`config.mk`:
```
export PLATFORM = sky130hd
export DESIGN_NAME = uart_sample_packetizer
export DESIGN_NICKNAME = d
export VERILOG_FILES = /design/src/rtl/uart_sample_packetizer.sv
export SDC_FILE = /design/constraint.sdc
export NUM_CORES = 1
export LEC_CHECK = 0
export BUFFER_PORTS_ARGS = -buffer_cell sky130_fd_sc_hd__buf_2
export CAP_MARGIN = 15
export CORE_ASPECT_RATIO = 1.1
export CORE_UTILIZATION = 65
export CTS_CLUSTER_SIZE = 20
export DETAILED_ROUTE_END_ITERATION = 8
export PLACE_DENSITY = 0.83
export SLEW_MARGIN = 20
export SYNTH_ARGS = -nofsm -noshare
export SYNTH_HDL_FRONTEND = slang
export SYNTH_SLANG_ARGS = --single-unit
```
`constraint.sdc`:
```
create_clock -name clk_in -period 4.6 [get_ports clk_in]
set_input_delay 0.23 -clock clk_in [delete_from_list [all_inputs] [get_ports clk_in]]
set_output_delay 0.23 -clock clk_in [all_outputs]
set_load 0.02 [all_outputs]
```
`src/rtl/uart_sample_packetizer.sv`:
```
// uart_sample_packetizer: FIFO-buffered sample framer that feeds a UART byte transmitter.
// Define UART_PKT_CHECKSUM_EN to append an XOR checksum byte to every frame.
module uart_sample_packetizer #(
    parameter int         SAMPLE_WIDTH = 16,
    parameter int         FIFO_DEPTH   = 16,
    parameter logic [7:0] SYNC_BYTE    = 8'hA5
) (
    input  logic                        clk_in,
    input  logic                        rst_n_in,
    input  logic [SAMPLE_WIDTH-1:0]     sample_in,
    input  logic                        sample_valid_in,
    output logic                        sample_ready_out,
    input  logic                        busy_in,
    output logic                        trigger_out,
    output logic [7:0]                  data_byte_out,
    output logic [$clog2(FIFO_DEPTH):0] fifo_count_out,
    output logic [15:0]                 drop_count_out
);

    localparam int NBYTES = (SAMPLE_WIDTH + 7) / 8;
    localparam int SW8    = 8 * NBYTES;
    localparam int PTR_W  = $clog2(FIFO_DEPTH);
    localparam int CNT_W  = PTR_W + 1;
`ifdef UART_PKT_CHECKSUM_EN
    localparam int FRAME_LEN = NBYTES + 2;
`else
    localparam int FRAME_LEN = NBYTES + 1;
`endif
    localparam int IDX_W = $clog2(FRAME_LEN + 1);

    localparam logic [IDX_W-1:0] LAST_IDX = IDX_W'(FRAME_LEN - 1);
    localparam logic [CNT_W-1:0] FULL_CNT = CNT_W'(FIFO_DEPTH);

    typedef enum logic [1:0] {
        ST_IDLE,
        ST_LOAD,
        ST_WAIT_HI,
        ST_WAIT_LO
    } state_e;

    // FIFO storage and bookkeeping
    logic [SAMPLE_WIDTH-1:0] mem_q [FIFO_DEPTH];
    logic [PTR_W-1:0]        wr_ptr_q;
    logic [PTR_W-1:0]        rd_ptr_q;
    logic [CNT_W-1:0]        count_q;
    logic [CNT_W-1:0]        count_d;
    logic [15:0]             drop_q;
    logic [15:0]             drop_d;
    logic                    push;
    logic                    pop;
    logic                    drop;

    // Framer state
    state_e                  state_q;
    state_e                  state_d;
    logic [IDX_W-1:0]        idx_q;
    logic [IDX_W-1:0]        idx_d;
    logic [SW8-1:0]          shift_q;
    logic [SW8-1:0]          shift_d;
    logic                    trig_q;
    logic                    trig_d;
    logic [7:0]              data_q;
    logic [7:0]              data_d;
    logic [7:0]              frame_byte;
`ifdef UART_PKT_CHECKSUM_EN
    logic [7:0]              csum_q;
    logic [7:0]              csum_d;
`endif

    assign sample_ready_out = (count_q != FULL_CNT);
    assign trigger_out      = trig_q;
    assign data_byte_out    = data_q;
    assign fifo_count_out   = count_q;
    assign drop_count_out   = drop_q;

    // FIFO push/pop/drop decisions; a pop frees a slot for a same-cycle push
    always_comb begin
        pop     = (state_q == ST_IDLE) && (count_q != '0) && !busy_in;
        push    = sample_valid_in && ((count_q != FULL_CNT) || pop);
        drop    = sample_valid_in && !push;
        count_d = count_q;
        if (push && !pop) begin
            count_d = count_q + CNT_W'(1);
        end else if (!push && pop) begin
            count_d = count_q - CNT_W'(1);
        end
        drop_d = drop_q;
        if (drop && (drop_q != 16'hFFFF)) begin
            drop_d = drop_q + 16'd1;
        end
    end

    // Sample storage; contents are don't-care once the pointers are reset
    always_ff @(posedge clk_in) begin
        if (push) begin
            mem_q[wr_ptr_q] <= sample_in;
        end
    end

    // FIFO pointers, occupancy and saturating drop counter
    always_ff @(posedge clk_in or negedge rst_n_in) begin
        if (!rst_n_in) begin
            wr_ptr_q <= '0;
            rd_ptr_q <= '0;
            count_q  <= '0;
            drop_q   <= '0;
        end else begin
            if (push) begin
                wr_ptr_q <= wr_ptr_q + PTR_W'(1);
            end
            if (pop) begin
                rd_ptr_q <= rd_ptr_q + PTR_W'(1);
            end
            count_q <= count_d;
            drop_q  <= drop_d;
        end
    end

    // Current frame byte: sync, sample bytes MSB-first, then optional checksum
    always_comb begin
        frame_byte = shift_q[SW8-1 -: 8];
        if (idx_q == '0) begin
            frame_byte = SYNC_BYTE;
        end
`ifdef UART_PKT_CHECKSUM_EN
        else if (idx_q == LAST_IDX) begin
            frame_byte = csum_q;
        end
`endif
    end

    // Framer next-state: pop, trigger one byte, wait for busy to rise then fall
    always_comb begin
        state_d = state_q;
        idx_d   = idx_q;
        shift_d = shift_q;
        trig_d  = 1'b0;
        data_d  = data_q;
`ifdef UART_PKT_CHECKSUM_EN
        csum_d  = csum_q;
`endif
        unique case (state_q)
            ST_IDLE: begin
                if (pop) begin
                    shift_d = SW8'(mem_q[rd_ptr_q]);
                    idx_d   = '0;
`ifdef UART_PKT_CHECKSUM_EN
                    csum_d  = '0;
`endif
                    state_d = ST_LOAD;
                end
            end
            ST_LOAD: begin
                if (!busy_in) begin
                    data_d  = frame_byte;
                    trig_d  = 1'b1;
`ifdef UART_PKT_CHECKSUM_EN
                    csum_d  = csum_q ^ frame_byte;
`endif
                    if (idx_q != '0) begin
                        shift_d = shift_q << 8;
                    end
                    state_d = ST_WAIT_HI;
                end
            end
            ST_WAIT_HI: begin
                if (busy_in) begin
                    state_d = ST_WAIT_LO;
                end
            end
            ST_WAIT_LO: begin
                if (!busy_in) begin
                    if (idx_q == LAST_IDX) begin
                        state_d = ST_IDLE;
                    end else begin
                        idx_d   = idx_q + IDX_W'(1);
                        state_d = ST_LOAD;
                    end
                end
            end
            default: begin
                state_d = ST_IDLE;
            end
        endcase
    end

    // Framer registers
    always_ff @(posedge clk_in or negedge rst_n_in) begin
        if (!rst_n_in) begin
            state_q <= ST_IDLE;
            idx_q   <= '0;
            shift_q <= '0;
            trig_q  <= 1'b0;
            data_q  <= 8'h00;
`ifdef UART_PKT_CHECKSUM_EN
            csum_q  <= 8'h00;
`endif
        end else begin
            state_q <= state_d;
            idx_q   <= idx_d;
            shift_q <= shift_d;
            trig_q  <= trig_d;
            data_q  <= data_d;
`ifdef UART_PKT_CHECKSUM_EN
            csum_q  <= csum_d;
`endif
        end
    end

endmodule

```
=== Word-level counts from Yosys, hierarchy flattened ===
Memories as Yosys holds them, arrays and structs flattened.
Cells that the tools add are included.

* Bits in registers: 58
* RAM bits: 256
* Input port bits: 20
* Output and inout port bits: 31
* Word-level logic and storage cells: 72
* Memories kept: 1

{| class="wikitable"
|+ Memory list
! name !! words !! width !! rd ports !! clocked after Yosys merged registers in !! write ports !! line !! text
|-
| mem_q || 16 || 16 || 1 || 0 || 1 || 42 || <nowiki>logic [SAMPLE_WIDTH-1:0] mem_q [FIFO_DEPTH];</nowiki>
|}

* Add/sub/neg operators: 6
* Eq/ne operators: 12
* Multiplexer cells: 21
* Bitwise logic cells: 1
* Reduce and logical (&&, ||, !) cells: 22

{| class="wikitable"
|+ Operators by type and width
! kind !! count
|-
| 2-to-1 mux 16 bit || 3
|-
| case mux 16 bit (2 select lines) || 1
|-
| adder 16 x 1 -> 16 bit, second input constant || 1
|-
| inequality test 16 bit, second input constant || 1
|-
| 2-to-1 mux 2 bit || 7
|-
| inequality test 2 bit, second input constant || 6
|-
| AND reduction 4 bit || 3
|-
| 2-to-1 mux 5 bit || 2
|-
| adder 4 x 1 -> 4 bit, second input constant || 2
|-
| 2-to-1 mux 8 bit || 1
|-
| case mux 2 bit (4 select lines) || 1
|-
| nonzero test 2 bit || 4
|-
| logical AND 1 bit || 7
|-
| equality test 2 bit, second input constant || 3
|-
| adder 5 x 1 -> 5 bit, second input constant || 1
|-
| 2-to-1 mux 1 bit || 5
|-
| inequality test 5 bit, second input constant || 1
|-
| nonzero test 5 bit || 1
|-
| subtractor 5 x 1 -> 5 bit, second input constant || 1
|-
| zero test 2 bit || 2
|-
| case mux 2 bit (2 select lines) || 1
|-
| zero test 1 bit || 3
|-
| adder 2 x 1 -> 2 bit, second input constant || 1
|-
| equality test 2 x 1 -> 1 bit, second input constant || 1
|-
| 3 further kinds || 3
|}

=== Depth between registers and ports, before layout ===
* Depth after elaboration: 9
* Gate-level depth with buffers: 13
* Gate-level depth less buffers: 12

=== Worst setup path after synthesis ===
OpenSTA, ideal clock, no wires.

* Path kind: reg2reg
* From: register state_q[0]
* To: register count_q[4] (netlist: fifo_count_out[4])
* Setup time: 0.123 ns
* Data arrival time: 2.843 ns
* Required time: 4.477 ns
* Setup slack: 1.634 ns
* Stages on the path, launching flop included: 14
* Path buffers: 1
* Clock period less this slack: 2.966 ns
* Cells stage by stage: dfrtp_1 inv_1 ha_1 clkbuf_1 nand2b_1 a31oi_1 ha_1 inv_1 fa_1 a21o_1 a21oi_1 xnor2_1 nor2_1 xnor2_1

* Cells in the longest elaborated chain, start to end: 8

{| class="wikitable"
|+ RTL lines
! item !! line !! text
|-
| start: declaration || 54 || <nowiki>state_e state_q;</nowiki>
|-
| start signal: assignment || 199 || <nowiki>state_q <= state_d;</nowiki>
|-
| zero test 2 bit * || 78 || <nowiki>pop = (state_q == ST_IDLE) && (count_q != '0) && !busy_in;</nowiki>
|-
| logical AND 1 bit * (2 in a row) || 78 ||
|-
| logical OR 1 bit * || 79 || <nowiki>push = sample_valid_in && ((count_q != FULL_CNT) || pop);</nowiki>
|-
| logical AND 1 bit * || 79 ||
|-
| named net push || 49 || <nowiki>logic push;</nowiki>
|-
| zero test 1 bit || 84 || <nowiki>end else if (!push && pop) begin</nowiki>
|-
| logical AND 1 bit || 84 ||
|-
| nonzero test 2 bit (no line) || -- ||
|-
| end signal: assignment || 114 || <nowiki>count_q <= count_d;</nowiki>
|-
| end: declaration || 45 || <nowiki>logic [CNT_W-1:0] count_q;</nowiki>
|}

The timed path passes the listed nets; every way through them passes the cells marked *.
A chain may end at the register's enable or synchronous reset.

=== Worst setup path after layout ===
Ends and elaborated chain as after synthesis.

==> reports/qor.csv <==
metric;value;unit
synth-warning-count;0;
async_flop_share;18.5;%
finClkSkew;12.9;ps
p_leak;0.00508;uW
endpoint_kind;flip-flop;
ys_ff_latch;314;
cap_viol_max_count;0;
cts-buffers-inserted;30;
grt_max_degree;72;
drc;0;
post-dp-hpwl;16800;um
start_util;66.4;%
clk_latency;550;ps
synthCells;756;
fin_crit;2930;ps
nets;848;
ys_types;50;
root_buffer;clkbuf_16;
ios;51;
critPathMaxFanout;10;
crit_type;reg2reg;
layout_common_cells;edfxtp_1 (256), mux2i_1 (65), dfrtp_1 (55), buf_2 (50), nand2_1 (43);
fin_crit_sh;63.6;%
via_per_inst;6.48;
avgSynthCellArea;16.8;um^2
holdPathStages;1;
cts.sinks;314;
critPathRequiredTime;5040;ps
finalPower;8840;uW
timing.hold.ws;90.3;ps
rsz0062_at_grt;false;
wl_met3;2110;um
hold_violations;0;
setup_violations;0;
diodes;0;
synth_edf_count;256;
grt_pass1_vias;7220;
maxSlewHeadroom;34.5;%
antenna_found_initial;0;
core_area;19100;um^2
die_area;20100;um^2
layout_commonest_cell;edfxtp_1;
clock_path_buffers;3;
htreeDepth;1;
area_growth;12.0;%
die_y;148;um
grt.overflow.total;0;
synth_ff_type;edfxtp_1;
startpoint_type;flip-flop;
groute.usage.overall;28.6;%
drive_gt1_share;17.6;%
worst_slew_pin_slew;982;ps
cts_tree;yes;
clk_pin_slew_worst_paths;70;ps
ys_seq_area_share;72.1;%
rows;53;
drt_iter0_drc;692;
drt_first_pass_iters;5;
rr_worst_depth;13;
syn_area;12700;um^2
fmax;342;MHz
min_path_type;in2reg;
vias;7003;
gp_congestion;0.922;
ant_nets;0;
routed.top_layer;met4;
syn_nets;794;
die_w;135;um
wl_met1;9900;um
met2_length;14200;um
irDropWorstVdd;0.467;mV
status;completed;
wire_per_inst;25.2;um
grt_pass1_wl;41600;um
port_buffers;50;
p_per_area;623;nW/um^2
fin_tns_setup;0;ps
ctsResizeCount;0;
wl;27300;um
drv_slew;0;
critPathArrivalTime;3360;ps
-- power breakdown --
group / switching, uW / leakage (uW) / internal [uW]
clock network: 1020 / 0.000493 / 1510
logic: 1390 / 0.00156 / 1010
registers: 416 / 0.00303 / 3500
-- cells by family (layout without fill, tap and decap cells) --
kind of cell / Yosys count / after routing / share of synthesized area (%)
adders and majority gates: 18 / 18 / 1.84
buffers and inverters: 57 / 134 / 1.78
AOI/OAI and AO/OA: 111 / 111 / 6.03
and+or+nand+nor: 131 / 131 / 5.41
xor gates and xnor gates: 23 / 23 / 1.59
muxes: 102 / 102 / 11.3
DFF: 314 / 314 / 72.1
-- final cells by class --
cell class / instances / area (um^2)
well taps: 247 / 309
repair buffers: 60 / 340
flip-flops and latches: 314 / 9150
inverters: 19 / 71.3
clock buffers: 37 / 798
clock inverters: 18 / 215
fillers: 1086 / 4900
multi-input cells: 385 / 3320
-- per-layer routing --
layer  vias up  global-route usage, %
li1       3035                      -
met1      3516                   35.2
met2       365                   49.9
met3        87                   4.94
met4         0                   12.4
met5         -                      0
-- critical path, stage by stage, from the launching register on --
cell      delay [ps]
dfrtp_1          430
inv_1            130
ha_1             320
nand2b_1         140
a31oi_1          210
buf_4            210
ha_1             200
inv_1            100
fa_1             420
a21o_1           170
a21oi_1          170
xnor2_1          140
nor2_1            70
xnor2_1          120
-- registers in the layout, summed over array words and instances (netlist names) --
| name | count |
|---|---|
| mem_q | 256 |
| drop_count_out | 16 |
| shift_q | 16 |
| data_byte_out | 8 |
| fifo_count_out | 5 |
| rd_ptr_q | 4 |
| wr_ptr_q | 4 |
| idx_q | 2 |
| state_q | 2 |
| trigger_out | 1 |
-- path summary, 6_finish.rpt --
kind / start / end / slack [ps]
worst max-delay path: state_q[0] / fifo_count_out[4] / 1670
worst min-delay path: sample_in[6] / mem_q[2][6] / 90
worst max register to register: state_q[0] / fifo_count_out[4] / 1670
worst min register to register: data_byte_out[4] / data_byte_out[4] / 470
max in group asynchronous: rst_n_in / rd_ptr_q[1] / 3660
min in group asynchronous: rst_n_in / fifo_count_out[1] / 360
-- through the flow --
step / cell area [um^2] / worst slack, ps / instances / util (%)
6_report: 14200 / 1670 / 1080 / 74.3
5_1_grt: 14200 / 1390 / 1080 / 74.3
4_1_cts: 14200 / 1690 / 1079 / 74.2
3_5_place_dp: 13200 / 1700 / 1023 / 68.9
3_3_place_gp: 13100 / 1820 / 1023 / 68.8
2_1_floorplan: 12700 / 1630 / 756 / -
-- cells in the mapped netlist, types with 8 or more instances --
cell	instances	area [um^2]
nand2_1	43	161
clkbuf_1	27	101
mux2i_1	65	651
xnor2_1	17	149
a32oi_1	8	70.1
dfrtp_1	58	1450
a22oi_1	41	308
a31oi_1	9	56.3
inv_1	18	67.6
edfxtp_1	256	7690
buf_2	9	45.0
ha_1	17	213
nor2_1	29	109
and2_1	14	87.6
a21oi_1	20	100
a22o_1	9	78.8
mux4_2	32	721
o21ai_0	12	60.1
-- repair_timing --
item                      4_1_cts  5_1_grt
buffers inserted                0        0
hold buffers                    1        0
hold endpoints to repair       58        0
(Power assumes the default switching activity.)
